### src/rtl/timer_sequencer.sv
// timer_sequencer: Avalon-MM master that configures the avalon_timer slave,
// services its irq (read live count, pulse borra_irq), counts periods and
// disables the timer after N periods or on stop.
//
// state   | meaning
// --------+-----------------------------------------------------------
// IDLE    | waiting for start, no bus activity
// WR_PER  | write end-of-count (a0)
// WR_THR  | write threshold (a1)
// WR_EN   | write control enable (a2 = 0x1)
// RUN     | timer running, guard counts down, wait for irq or stop
// RD_CNT  | read live count (a3)
// RD_WAIT | wait for read data, capture on last cycle
// ACK_SET | write control {borra_irq,enable} (a2 = 0x3)
// ACK_CLR | write control enable only (a2 = 0x1), count the period
// STOP_WR | disable timer (a2 = 0x0)
// DONE    | one-cycle done pulse
module timer_sequencer #(
    parameter int unsigned RD_LAT    = 1,
    parameter int unsigned IRQ_GUARD = 2,
    parameter int unsigned PW        = 16
) (
    input  logic          clock,
    input  logic          reset,
    input  logic          start,
    input  logic          stop,
    input  logic [31:0]   cfg_period,
    input  logic [31:0]   cfg_threshold,
    input  logic [PW-1:0] cfg_num_periods,
    input  logic          timer_irq,
    output logic          tmr_chipselect,
    output logic [2:0]    tmr_address,
    output logic          tmr_write,
    output logic [31:0]   tmr_writedata,
    output logic          tmr_read,
    input  logic [31:0]   tmr_readdata,
    output logic          busy,
    output logic          done,
    output logic [PW-1:0] periods_done,
    output logic [31:0]   last_count
);

    localparam logic [7:0] RD_WAIT_INIT = 8'(RD_LAT - 1);
    localparam logic [7:0] GUARD_INIT   = 8'(IRQ_GUARD);

    typedef enum logic [3:0] {
        S_IDLE    = 4'd0,
        S_WR_PER  = 4'd1,
        S_WR_THR  = 4'd2,
        S_WR_EN   = 4'd3,
        S_RUN     = 4'd4,
        S_RD_CNT  = 4'd5,
        S_RD_WAIT = 4'd6,
        S_ACK_SET = 4'd7,
        S_ACK_CLR = 4'd8,
        S_STOP_WR = 4'd9,
        S_DONE    = 4'd10
    } state_t;

    state_t        state_q, state_d;
    logic [31:0]   period_q, thr_q;
    logic [PW-1:0] num_q;
    logic [PW-1:0] periods_q;
    logic [PW-1:0] periods_inc;
    logic [31:0]   last_count_q;
    logic [7:0]    wait_q;
    logic [7:0]    guard_q;
    logic          stop_pend_q;
    logic          stop_req;
    logic          accept;

    assign accept      = (state_q == S_IDLE) && start;
    assign stop_req    = stop || stop_pend_q;
    assign periods_inc = periods_q + PW'(1);

    // State register.
    always_ff @(posedge clock) begin
        if (reset) state_q <= S_IDLE;
        else       state_q <= state_d;
    end

    // Next-state logic; stop is honoured only between accesses, and an irq
    // service that has begun always runs to ACK_CLR before stopping.
    always_comb begin
        state_d = state_q;
        unique case (state_q)
            S_IDLE:    if (start) state_d = S_WR_PER;
            S_WR_PER:  state_d = stop_req ? S_STOP_WR : S_WR_THR;
            S_WR_THR:  state_d = stop_req ? S_STOP_WR : S_WR_EN;
            S_WR_EN:   state_d = stop_req ? S_STOP_WR : S_RUN;
            S_RUN: begin
                if (stop_req)                          state_d = S_STOP_WR;
                else if (timer_irq && guard_q == 8'd0) state_d = S_RD_CNT;
            end
            S_RD_CNT:  state_d = S_RD_WAIT;
            S_RD_WAIT: if (wait_q == 8'd0) state_d = S_ACK_SET;
            S_ACK_SET: state_d = S_ACK_CLR;
            S_ACK_CLR: begin
                if (stop_req || (num_q != '0 && periods_inc == num_q))
                    state_d = S_STOP_WR;
                else
                    state_d = S_RUN;
            end
            S_STOP_WR: state_d = S_DONE;
            S_DONE:    state_d = S_IDLE;
            default:   state_d = S_IDLE;
        endcase
    end

    // Bus strobes and status decoded from the current state.
    always_comb begin
        tmr_chipselect = 1'b0;
        tmr_address    = 3'd0;
        tmr_write      = 1'b0;
        tmr_writedata  = 32'd0;
        tmr_read       = 1'b0;
        unique case (state_q)
            S_WR_PER: begin
                tmr_chipselect = 1'b1; tmr_write = 1'b1;
                tmr_address = 3'd0; tmr_writedata = period_q;
            end
            S_WR_THR: begin
                tmr_chipselect = 1'b1; tmr_write = 1'b1;
                tmr_address = 3'd1; tmr_writedata = thr_q;
            end
            S_WR_EN, S_ACK_CLR: begin
                tmr_chipselect = 1'b1; tmr_write = 1'b1;
                tmr_address = 3'd2; tmr_writedata = 32'h1;
            end
            S_ACK_SET: begin
                tmr_chipselect = 1'b1; tmr_write = 1'b1;
                tmr_address = 3'd2; tmr_writedata = 32'h3;
            end
            S_STOP_WR: begin
                tmr_chipselect = 1'b1; tmr_write = 1'b1;
                tmr_address = 3'd2; tmr_writedata = 32'h0;
            end
            S_RD_CNT: begin
                tmr_chipselect = 1'b1; tmr_read = 1'b1;
                tmr_address = 3'd3;
            end
            default: ;
        endcase
    end

    assign busy         = (state_q != S_IDLE);
    assign done         = (state_q == S_DONE);
    assign periods_done = periods_q;
    assign last_count   = last_count_q;

    // Sequence datapath: config snapshot, period count, captured count,
    // read-latency and irq-guard down-counters, latched stop request.
    always_ff @(posedge clock) begin
        if (reset) begin
            period_q     <= '0;
            thr_q        <= '0;
            num_q        <= '0;
            periods_q    <= '0;
            last_count_q <= '0;
            wait_q       <= '0;
            guard_q      <= '0;
            stop_pend_q  <= 1'b0;
        end else begin
            if (accept) begin
                period_q  <= cfg_period;
                thr_q     <= cfg_threshold;
                num_q     <= cfg_num_periods;
                periods_q <= '0;
                guard_q   <= '0;
            end

            // RUN consumes stop directly, so only the other busy states latch it.
            if (state_q == S_DONE || accept)
                stop_pend_q <= 1'b0;
            else if (stop && state_q != S_IDLE && state_q != S_RUN)
                stop_pend_q <= 1'b1;

            if (state_q == S_RD_CNT)
                wait_q <= RD_WAIT_INIT;
            else if (state_q == S_RD_WAIT && wait_q != 8'd0)
                wait_q <= wait_q - 8'd1;

            if (state_q == S_RD_WAIT && wait_q == 8'd0)
                last_count_q <= tmr_readdata;

            if (state_q == S_ACK_CLR) begin
                periods_q <= periods_inc;
                guard_q   <= GUARD_INIT;
            end else if (state_q == S_RUN && guard_q != 8'd0) begin
                guard_q <= guard_q - 8'd1;
            end
        end
    end

endmodule
### config.mk
export PLATFORM = sky130hd
export DESIGN_NAME = timer_sequencer
export DESIGN_NICKNAME = d
export VERILOG_FILES = /design/src/rtl/timer_sequencer.sv
export SDC_FILE = /design/constraint.sdc
export NUM_CORES = 1
export LEC_CHECK = 0
export CORE_UTILIZATION = 50
export CTS_BUF_LIST = sky130_fd_sc_hd__clkbuf_8
export CTS_CLUSTER_DIAMETER = 30
export DETAILED_ROUTE_END_ITERATION = 6
export GPL_TIMING_DRIVEN = 0
export PLACE_DENSITY = 0.95
export SLEW_MARGIN = 10
export SYNTH_ARGS = -nofsm -noshare
export SYNTH_HDL_FRONTEND = slang
export SYNTH_SLANG_ARGS = --single-unit
### constraint.sdc
create_clock -name clock -period 5.2 [get_ports clock]
set_input_delay 1.04 -clock clock [delete_from_list [all_inputs] [get_ports clock]]
set_output_delay 1.04 -clock clock [all_outputs]
set_load 0.05 [all_outputs]
* Word level (Yosys, flattened, before mapping)
Cells that the tools add are included.
** Word-level totals
- Bits in registers :: 149
- Word-level logic and storage cells :: 76
** Cells by class
- Add/sub/neg operators :: 3
- Equal/unequal tests :: 15
- Multiplexer cells :: 19
- Reductions and logical operators :: 29
** Operators by type and width (count)
- 32-bit case mux with 4 select lines :: 1
- 4-bit case mux with 10 select lines :: 1
- 16-bit 2-to-1 mux :: 2
- 4-bit 2-to-1 mux :: 8
- 16-bit by 1-bit adder with 16-bit output (second input constant) :: 1
- 16-bit == test :: 1
- 4-bit by 3-bit == test with 1-bit output (second input constant) :: 4
- 8-bit zero test :: 2
- 8-bit 2-to-1 mux :: 2
- 16-bit nonzero test :: 1
- 8-bit nonzero test :: 2
- 8-bit by 1-bit subtractor with 8-bit output (second input constant) :: 2
- 4-bit == test (second input constant) :: 3
- 4-bit by 2-bit == test with 1-bit output (second input constant) :: 2
- 1-bit logical AND :: 8
- 2-bit OR reduction :: 4
- 7-bit OR reduction :: 1
- 2-bit case mux with 3 select lines :: 1
- 6-bit OR reduction :: 1
- 4-bit by 1-bit == test with 1-bit output (second input constant) :: 1
- 4-bit zero test :: 1
- 2-bit inequality test (second input constant) :: 2
- 4-bit by 3-bit inequality test with 1-bit output (second input constant) :: 1
- 2-bit nonzero test :: 2
- 8 further kinds :: 12

* Logic depth before layout (Yosys ltp)
- Depth after elaboration :: 6
- Gate-level depth with buffers :: 8

* Worst setup path before layout
Ideal clock, no wire load.
- Path type :: register to output
- Start :: reg state_q[3]
- End :: out tmr_address[0]
- Data arrival time :: 2166 ps
- Data required time :: 4160 ps
- Path slack :: 1994 ps
- Stages on the path, launching flop included :: 6
- Path buffers :: 1
- Cells stage by stage :: dfxtp_1 buf_6 inv_1 nand2_1 nor3_1 or2_2
** Between the ends
- Word-level cells in the longest chain between the ends :: 3
** RTL lines
- start, declared :: RTL line 60 : state_t state_q, state_d;
- start signal, assigned :: RTL line 79 : else state_q <= state_d;
- 4-bit == test (tied with other cells) :: RTL line 117 : unique case (state_q)
- 4-bit OR reduction (no source line)
- 2-bit case mux with 3 select lines (*) :: RTL line 117
- end, declared :: RTL line 32 : output logic [2:0] tmr_address,
Every way passes the cells marked *; elsewhere a longest branch is shown, timed or not.

* Worst setup path in the final report
- Start :: reg state_q[0]
- End :: out tmr_writedata[0]
** Between the ends
- Word-level cells in the longest chain between the ends :: 3
** RTL lines
- 4-bit == test / 4-bit by 2-bit == test with 1-bit output (equally long branches) :: RTL line 117
- 2-bit OR reduction
- 32-bit case mux with 4 select lines (*) :: RTL line 117
- end, declared :: RTL line 34 : output logic [31:0] tmr_writedata,
Marked as above.

==> results.sh <==
export IMPL_r2r_end="state_q[2]"
export IMPL_synth_seq_area_share_pct=44.0
export IMPL_leakagePower_uw=0.00336
export IMPL_crit_slowest_cell="clkdlybuf4s50_1"
export IMPL_gr_total_overflow=0
export IMPL_cts_hold_buffers_added=0
export IMPL_synthArstFlopShare_pct=0
export IMPL_fill_cells=971
export IMPL_period_minus_slack_ns=4.35
export IMPL_ios=205
export IMPL_setup_worst_path_class="flip-flop to output port"
export IMPL_relSlewSlack_pct=54.3
export IMPL_ir_drop_uv=289
export IMPL_pre_cts_slack_ns=1.45
export IMPL_clock_sinks=149
export IMPL_drv_slew=0
export IMPL_clk_insertion_delay_late_ns=0.47
export IMPL_postSynthNetCount=961
export IMPL_drt_iter0_drc=533
export IMPL_grt_pass1_vias=6757
export IMPL_worstPathMaxFanout=10
export IMPL_min_to="thr_q[14]"
export IMPL_hp_class="flip-flop to flip-flop"
export IMPL_initial_utilization_pct=51.2
export IMPL_setup_tns_ns=0
export IMPL_clock_skew_ns=0.0131
export IMPL_path_clk_slew_ns=0.08
export IMPL_crit_chain="buf_2 > inv_1 > nand3_1 > clkbuf_1 > clkbuf_1 > o21ai_0 > clkdlybuf4s50_1"
export IMPL_critical_path_arrival_ns=3.31
export IMPL_setup_slack_ns=0.851
export IMPL_die_h_um=118
export IMPL_routedWlPerCell_um=16.6
export IMPL_synth_seq_cells=149
export IMPL_postCtsSetupRepairBufs=0
export IMPL_final_area_um2=9460
export IMPL_ys_flop_type="dfxtp_1"
export IMPL_drc_errors=0
export IMPL_cap_violations=0
export IMPL_firstDrtPassIters=5
export IMPL_placed_cell_area_um2=9020
export IMPL_hpwlAfterDp_um=15000
export IMPL_final_layout_size_suffix_gt1_share_pct=4.93
export IMPL_cp_slowest_stage_delay_ns=0.76
export IMPL_setup_viol=0
export IMPL_portBuffers=202
export IMPL_yosys_warnings=0
export IMPL_status="complete, no violations"
export IMPL_grt_max_degree=17
export IMPL_reg2reg_depth=7
export IMPL_cts_tree="yes"
export IMPL_area_delta_synth_final_pct=39.5
export IMPL_r2r_start="periods_done[1]"
export IMPL_end_kind="output port"
export IMPL_hp_start="thr_q[14]"
export IMPL_fmax_mhz=230
export IMPL_root_buffer="clkbuf_8"
export IMPL_wirelength_um=20800
export IMPL_cts_max_path_buffers=2
export IMPL_core_area_um2=13200
export IMPL_synth_edf_count=0
export IMPL_synth_avg_cell_area_um2=8.07
export IMPL_cpMostUsedCell="clkbuf_1"
export IMPL_place_inst=1218
export IMPL_hold_path_depth=2
export IMPL_final_cell_count_no_fill=1250
export IMPL_start_kind="flip-flop"
export IMPL_cts_resized=0
export IMPL_postSynthCellCount=840
export IMPL_grtUsageTotal_pct=30.0
export IMPL_vias_per_cell=5.63
export IMPL_vias=7043
export IMPL_layout_nets=1182
export IMPL_required_ns=4.16
export IMPL_hold_viol_final=0
export IMPL_grt_pass1_wl_um=33300
export IMPL_synth_cell_types=58
export IMPL_htreeDepth=4
export IMPL_period_share_pct=83.6
export IMPL_powerDensity_nw_per_um2=440
export IMPL_die_area_um2=14000
export IMPL_cts_made_buffers=17
export IMPL_antenna_found_initial=0
export IMPL_max_slew_worst_pin_slew_ns=0.685
export IMPL_die_x_um=118
export IMPL_gp_congestion=0.912
export IMPL_drtAntennaViolNets=0
export IMPL_antenna_cells=0
export IMPL_reg2reg_slack_ns=2.41
export IMPL_row_count=42
export IMPL_rsz0062_at_grt="false"
export IMPL_netlist_area_um2=6780
[worst max path at each step]
stage,from,end,depth (start not counted)
2_1_floorplan,state_q[3],tmr_address[0],5
3_3_place_gp,state_q[1],tmr_writedata[10],7
3_5_place_dp,state_q[1],tmr_writedata[10],7
4_1_cts,state_q[1],tmr_writedata[10],7
5_1_grt,state_q[1],tmr_writedata[10],7
6_report,state_q[0],tmr_writedata[0],7
[routing by layer]
metal / GRT usage, % / wire, um / vias up
met5: 0 / 0 / -
met2: 51.0 / 10300 / 341
li1: - / - / 3343
met3: 8.35 / 1740 / 86
met4: 13.4 / 765 / 0
met1: 35.1 / 8010 / 3273
[registers in the layout, indices dropped and copies added, names as in the netlist]
name	count
period_q	32
state_q	4
guard_q	8
thr_q	32
wait_q	8
stop_pend_q	1
last_count	32
num_q	16
periods_done	16
[placed cells by master (no fill, tap or decap), types with 13 or more instances in the layout]
cell,n
clkbuf_1,56
nor3_1,13
xnor2_1,25
nor2_1,74
o21ai_0,21
a21oi_1,107
mux2i_1,32
inv_1,13
nand2_1,187
dfxtp_1,149
nand3_1,14
a22o_1,30
clkdlybuf4s50_1,202
clkbuf_8,18
[area by class of cell]
type                            count  area (um^2)  area share, %
Buffer                             67          282           2.98
Tap cell                          176          220           2.33
Sequential cell                   149         2980           31.5
Multi-Input combinational cell    614         3480           36.8
Clock inverter                     14          185           1.96
Inverter                           10         37.5          0.397
Timing Repair Buffer              202         2020           21.4
Clock buffer                       18          248           2.62
[metrics by stage]
| step | util [%] | power, uW | hold slack, ns |
|---|---|---|---|
| after floorplan | - | 2580 | 0.436 |
| after global placement | 68.1 | 3110 | 0.442 |
| after detailed placement | 68.1 | 3160 | 0.447 |
| after CTS | 71.4 | 4130 | 0.458 |
| after global routing | 71.4 | 4360 | 0.473 |
| final | 71.4 | 4160 | 0.459 |
[critical path, delay by kind of cell (launching register included)]
kind | cells | cell delay, ns
buffers and inverters | 5 | 2.12
DFF | 1 | 0.32
AOI/OAI and AO/OA | 1 | 0.25
and+or+nand+nor | 1 | 0.14
[where the power goes]
| part | internal, uW | switching [uW] |
|---|---|---|
| Sequential | 1320 | 116 |
| Clock | 533 | 451 |
| Combinational | 571 | 1170 |
[synthesized netlist by cell type, types with 5 or more instances]
master    count  area share [%]
a21oi_1     107             7.9
a22o_1       30             3.9
a311oi_1      5            0.65
buf_2         6            0.44
clkbuf_1     56             3.1
dfxtp_1     149              44
inv_1        10            0.55
mux2i_1      32             4.7
nand2_1     187              10
nand3_1      14             1.0
nand4_1      10            0.92
nor2_1       74             4.1
nor2b_1       5            0.46
nor3_1       13            0.96
nor4_1       12             1.1
o21ai_0      21             1.6
or3_1         9            0.83
xnor2_1      25             3.2
xor2_1        9             1.2
[cells by family after synthesis]
| logic type | after synthesis | share of synthesized area [%] |
|---|---|---|
| simple gates | 353 | 23.6 |
| compound gates | 188 | 17.4 |
| flops | 149 | 44.0 |
| buf+inv | 77 | 4.71 |
| xor+xnor | 34 | 4.39 |
| mux | 34 | 5.17 |
| fa+ha+maj | 4 | 0.738 |
| other cells | 1 | 0.0553 |
Power figures use the tool's default switching activity.
==> RTL edit 1: new RTL, same settings <==
Make the reset (`reset`) asynchronous in 2 clocked blocks.
--- a/src/rtl/timer_sequencer.sv
+++ b/src/rtl/timer_sequencer.sv
@@ -74,7 +74,7 @@
     assign periods_inc = periods_q + PW'(1);
 
     // State register.
-    always_ff @(posedge clock) begin
+    always_ff @(posedge clock or posedge reset) begin
         if (reset) state_q <= S_IDLE;
         else       state_q <= state_d;
     end
@@ -150,7 +150,7 @@
 
     // Sequence datapath: config snapshot, period count, captured count,
     // read-latency and irq-guard down-counters, latched stop request.
-    always_ff @(posedge clock) begin
+    always_ff @(posedge clock or posedge reset) begin
         if (reset) begin
             period_q     <= '0;
             thr_q        <= '0;
Function: differs if reset is asserted again (counterexample within 4 cycles, from zero or initial values and one cycle with reset high); with reset held inactive, the same outputs for 10 cycles.
==> RTL edit 1 against the original RTL <==
- design area rose by 3.1%
- power rose by 46%
- area after synthesis rose by 4.2%
- hold slack improved by 0.047 ns
- via count fell by 20%
- critical path depth fell by 1
- sequential cell count did not move
- cell count fell by 20%
- combinational power rose by 82%
- non-clock buffer count fell by 28
- setup slack improved by 0.030 ns
- routed wire length fell by 15%
- largest cell class is now registers
==> RTL edit 1: results <==
group,metric,value,unit
place,dp_hpwl,12810,um
timing,timing_worst_slew_pin_value,1.179,ns
yosys,synth.cells.most_frequent,"149 x dfrtp_1, 111 x mux2_2, 37 x nor2_1, 31 x a22o_1, 30 x o21ai_0",
yosys,synth.top_cells.by_area,"dfrtp_1 53%, mux2_2 18%, a22o_1 3.8%, o21ai_0 2.1%, nor2_1 2.0%",
drt,drt_first_iter_violations,444,
worst_setup_path,timing.critical_path.slowest_cell_delay,0.83,ns
place,dpl.cell_count,974,
layout,seq_area_share,38.25,%
power_and_ir_drop,power.leakage,0.004044,uW
layout,finalNonFillerCells,1006,
yosys,number_of_nets_in_the_synthesized_netlist,712,
layout,multiInputGateArea,3156,um2
yosys,synth.lib_cells_used.distinct,61,
drt,wl_met2,9124,um
min_path,hold_endpoint,"guard_q[7]$_DFFE_PP0P_",
global_routing,first_global_vias,5782,
place,place_ws,1.362,ns
layout,syn2layout_area_growth,38.02,%
worst_setup_path,setup.worst_path.end,"tmr_writedata[19]",
drt,detail_route_met3_wl,1392,um
run_status,status,"finished clean",
timing,final_period_minus_worst_setup_slack,4.320,ns
worst_setup_path,cp.arrival,3.28,ns
power_and_ir_drop,vdd.ir_drop.worst,365.4,uV
yosys,synth_ff_type,"dfrtp_1",
layout,fillerInstances,984,
layout,comb.multi_input.count,398,
place,placed_area,9354,um2
yosys,syn_inst,590,
yosys,async_reset_ff_share,100.0,%
global_routing,grt_pass1_wl,28770,um
drt,total_routed_wire_length_on_the_met1_layer,6909,um
place,place.port_buffers,203,
global_routing,grt_use_met2,43.32,%
worst_setup_path,r2r_slack,2.53,ns
drt,drc_errors,0,
global_routing,grt_usage,25.48,%
worst_setup_path,reg2reg_to,"num_q[9]$_DFFE_PP0P_",
layout,final-clk-cell-share,4.031,%
worst_setup_path,r2r_path_start,"state_q[1]$_DFFE_PP0P_",
floorplan,design.core.area,13830,um2
layout,final_layout_size_suffix_gt1_share,20.10,%
global_routing,grt_start_max_net_pins,99,
place,gp_congestion,0.8629,
global_routing,gr-usage-met3,8.868,%
layout,final_net_count,935,
global_routing,grt_use_met1,30.43,%
layout,clock_buffers,20,
layout,invs_w_o_clock,6,
timing,whs,0.5057,ns
drt,dr_total_vias,5603,
min_path,timing.hold.worst.start,"guard_q[7]$_DFFE_PP0P_",
[RTL edit 1: cell count changes in the layout (fill, tap and decap cells not counted), sizes merged, moves of 8 or more]
cell    change
mux2i      -31
a21oi      -97
nor2       -37
o21ai       +8
nand2b      +9
clkbuf     -32
mux2      +110
dfrtp     +149
nor3        -8
nand2     -158
xnor2      -10
dfxtp     -149
[RTL edit 1: cells by family (layout without fill, tap and decap cells)]
family,after synthesis,after routing,synth area share [%]
compound gates,109,109,11.04
xor+xnor,29,29,3.792
fa+ha+maj,6,6,1.028
buf+inv,43,279,2.516
flops,149,149,52.80
mux,113,113,18.00
other cells,1,1,0.05310
simple gates,140,140,10.77
[RTL edit 1: report_power, final]
group          leakage, uW  internal (uW)  switching [uW]
Sequential         0.00183           1670             348
Clock             0.000189            424             456
Combinational      0.00203           1300            1860
Total              0.00404           3390            2660
==> RTL edit 2: new RTL, config.mk and constraints unchanged <==
Made on the original files. The parameter `PW` goes from 16 to 24.
--- a/src/rtl/timer_sequencer.sv
+++ b/src/rtl/timer_sequencer.sv
@@ -18,7 +18,7 @@
 module timer_sequencer #(
     parameter int unsigned RD_LAT    = 1,
     parameter int unsigned IRQ_GUARD = 2,
-    parameter int unsigned PW        = 16
+    parameter int unsigned PW        = 24
 ) (
     input  logic          clock,
     input  logic          reset,
Ports: changed (resized cfg_num_periods and periods_done); port bits go from 205 to 221. The function was not compared with the original's and may differ.
==> RTL edit 2 against the original RTL <==
- power up 8.0%
- design area up 11%
- critical path depth unchanged
- setup slack worse by 0.26 ns
- critical path type unchanged
- area after synthesis up 13%
- routed wire length up 21%
- sequential cell count up 16
- clock power up 5%
==> RTL edit 2: results <==
group,metric,value,unit
drt,wire_per_inst,17.44,um
layout,layout.sequential_cells,165,
global_routing,grt_pass1_wl,40060,um
min_path,hold_endpoint,"last_count[1]$_SDFFE_PP0P_",
place,gp_congestion,0.9608,
place,place.port_buffers,218,
layout,area.sequential,3303,um2
min_path,timing.hold.worst.start,"last_count[1]$_SDFFE_PP0P_",
drt,drt_first_iter_violations,702,
power_and_ir_drop,vdd.ir_drop.worst,333.6,uV
layout,syn2layout_area_growth,37.15,%
power_and_ir_drop,power.leakage,0.003669,uW
yosys,synth.lib_cells_used.distinct,65,
place,dp_hpwl,18730,um
global_routing,grt_antenna_before_repair,1,
layout,invs_w_o_clock,7,
yosys,synth_sequential_area_ratio,43.02,%
layout,signal_buffer_area_fraction,23.70,%
worst_setup_path,r2r_slack,2.37,ns
layout,fillerInstances,1096,
worst_setup_path,worstRegToRegCells,9,
layout,final_net_count,1372,
layout,comb.multi_input.count,753,
worst_setup_path,cp.arrival,3.57,ns
clocking,htree_levels,4,
timing,hold_viol,0,
global_routing,first_global_vias,7967,
worst_setup_path,r2r_path_start,"periods_done[2]$_SDFFE_PP0P_",
drt,first_pass_iters,6,
layout,multiInputGateArea,4035,um2
worst_setup_path,master_of_the_slowest_instance_on_the_critical_path,"clkdlybuf4s50_1",
yosys,number_of_nets_in_the_synthesized_netlist,1135,
layout,final_layout_size_suffix_gt1_share,4.382,%
clocking,setup_fix_bufs_post_cts,0,
global_routing,grt_usage,32.04,%
global_routing,grt_start_max_net_pins,17,
clocking,cts.clk_slew.worst_paths,0.09,ns
layout,final-clk-cell-share,4.158,%
place,placed_area,10090,um2
drt,vias_per_cell,5.821,
yosys,synth.top_cells.by_area,"dfxtp_1 43%, nand2_1 14%, a21oi_1 10%, a22o_1 3.4%, clkbuf_1 3.4%",
layout,number_of_buffers_other_than_clock_buffers_in_the_final_layout,298,
yosys,synth.cells.most_frequent,"281 x nand2_1, 165 x dfxtp_1, 154 x a21oi_1, 69 x clkbuf_1, 48 x nor2_1",
timing,timing_worst_slew_pin_value,0.8173,ns
min_path,hold_path_class,"reg -> reg",
layout,clock_buffers,17,
clocking,cts-root-to-sink-buffers,2,
worst_setup_path,timing.critical_path.slowest_cell_delay,0.78,ns
run_status,status,"finished clean",
worst_setup_path,reg2reg_to,"state_q[2]$_SDFFE_PP0P_",
timing,timing.clock.skew,0.01513,ns
layout,n_antenna_cell,1,
==> RTL edit 2: changes by cell type in the layout (fill, tap and decap cells not counted), sizes merged, moves of 4 or more <==
cell / before / now
nand2: 187 / 281
a21oi: 107 / 154
mux2i: 32 / 0
nor2: 74 / 50
clkdlybuf4s50: 202 / 218
dfxtp: 149 / 165
clkbuf: 74 / 86
nor3: 15 / 22
a31oi: 2 / 7
and3: 4 / 8
clkinv: 5 / 1
nand3: 14 / 18
nor4: 14 / 18
o31ai: 1 / 5
==> RTL edit 2: how the worst max path moves through the flow <==
stage | start | endpoint | slack, ns | cells past startpoint
floorplan | state_q[1]$_SDFFE_PP0P_ | tmr_write | 1.92 | 4
global placement | state_q[0]$_SDFFE_PP0P_ | tmr_writedata[0] | 1.15 | 7
detailed placement | state_q[0]$_SDFFE_PP0P_ | tmr_writedata[0] | 1.14 | 7
CTS | state_q[0]$_SDFFE_PP0P_ | tmr_writedata[0] | 0.64 | 7
global route | state_q[0]$_SDFFE_PP0P_ | tmr_writedata[0] | 0.49 | 7
finish | state_q[0]$_SDFFE_PP0P_ | tmr_writedata[0] | 0.59 | 7
==> RTL edit 2: per-stage QoR <==
stage | power, uW | std cells | setup slack, ns | hold slack [ns]
3_3_place_gp | 3390 | 1407 | 1.148 | 0.4407
2_1_floorplan | 2801 | 1005 | 1.916 | 0.4360
5_1_grt | 4725 | 1439 | 0.4885 | 0.4759
6_report | 4491 | 1440 | 0.5904 | 0.4584
3_5_place_dp | 3442 | 1407 | 1.144 | 0.4456
4_1_cts | 4461 | 1439 | 0.6369 | 0.4589
==> RTL edit 2: kinds of logic after synthesis <==
kind of cell,Yosys count,share of synthesized area [%]
and+or+nand+nor,450,26.63
AOI/OAI and AO/OA,254,20.06
buffers and inverters,87,4.432
DFF,165,43.02
muxes,3,0.4399
adders and majority gates,5,0.8147
other,1,0.04884
xor gates and xnor gates,40,4.563
==> RTL edit 2: power breakdown <==
part	switching, uW	total [uW]	internal (uW)
clock	501	1030	529
sequential	146	1600	1450
combinational	1260	1870	609
==> RTL edit 2: worst register-to-register path: cells and delay by family (launching register included) <==
kind | cells | cell delay [ns]
xor+xnor | 1 | 0.20
flops | 1 | 0.36
compound gates | 2 | 0.54
simple gates | 4 | 0.98
buf+inv | 2 | 0.65
==> RTL edit 2: routing by layer <==
| layer | global-route usage (%) | wire [um] |
|---|---|---|
| met1 | 39.31 | 9821 |
| met2 | 50.89 | 11780 |
| met3 | 9.091 | 2428 |
| met4 | 17.29 | 1073 |
| met5 | 0 | 0 |
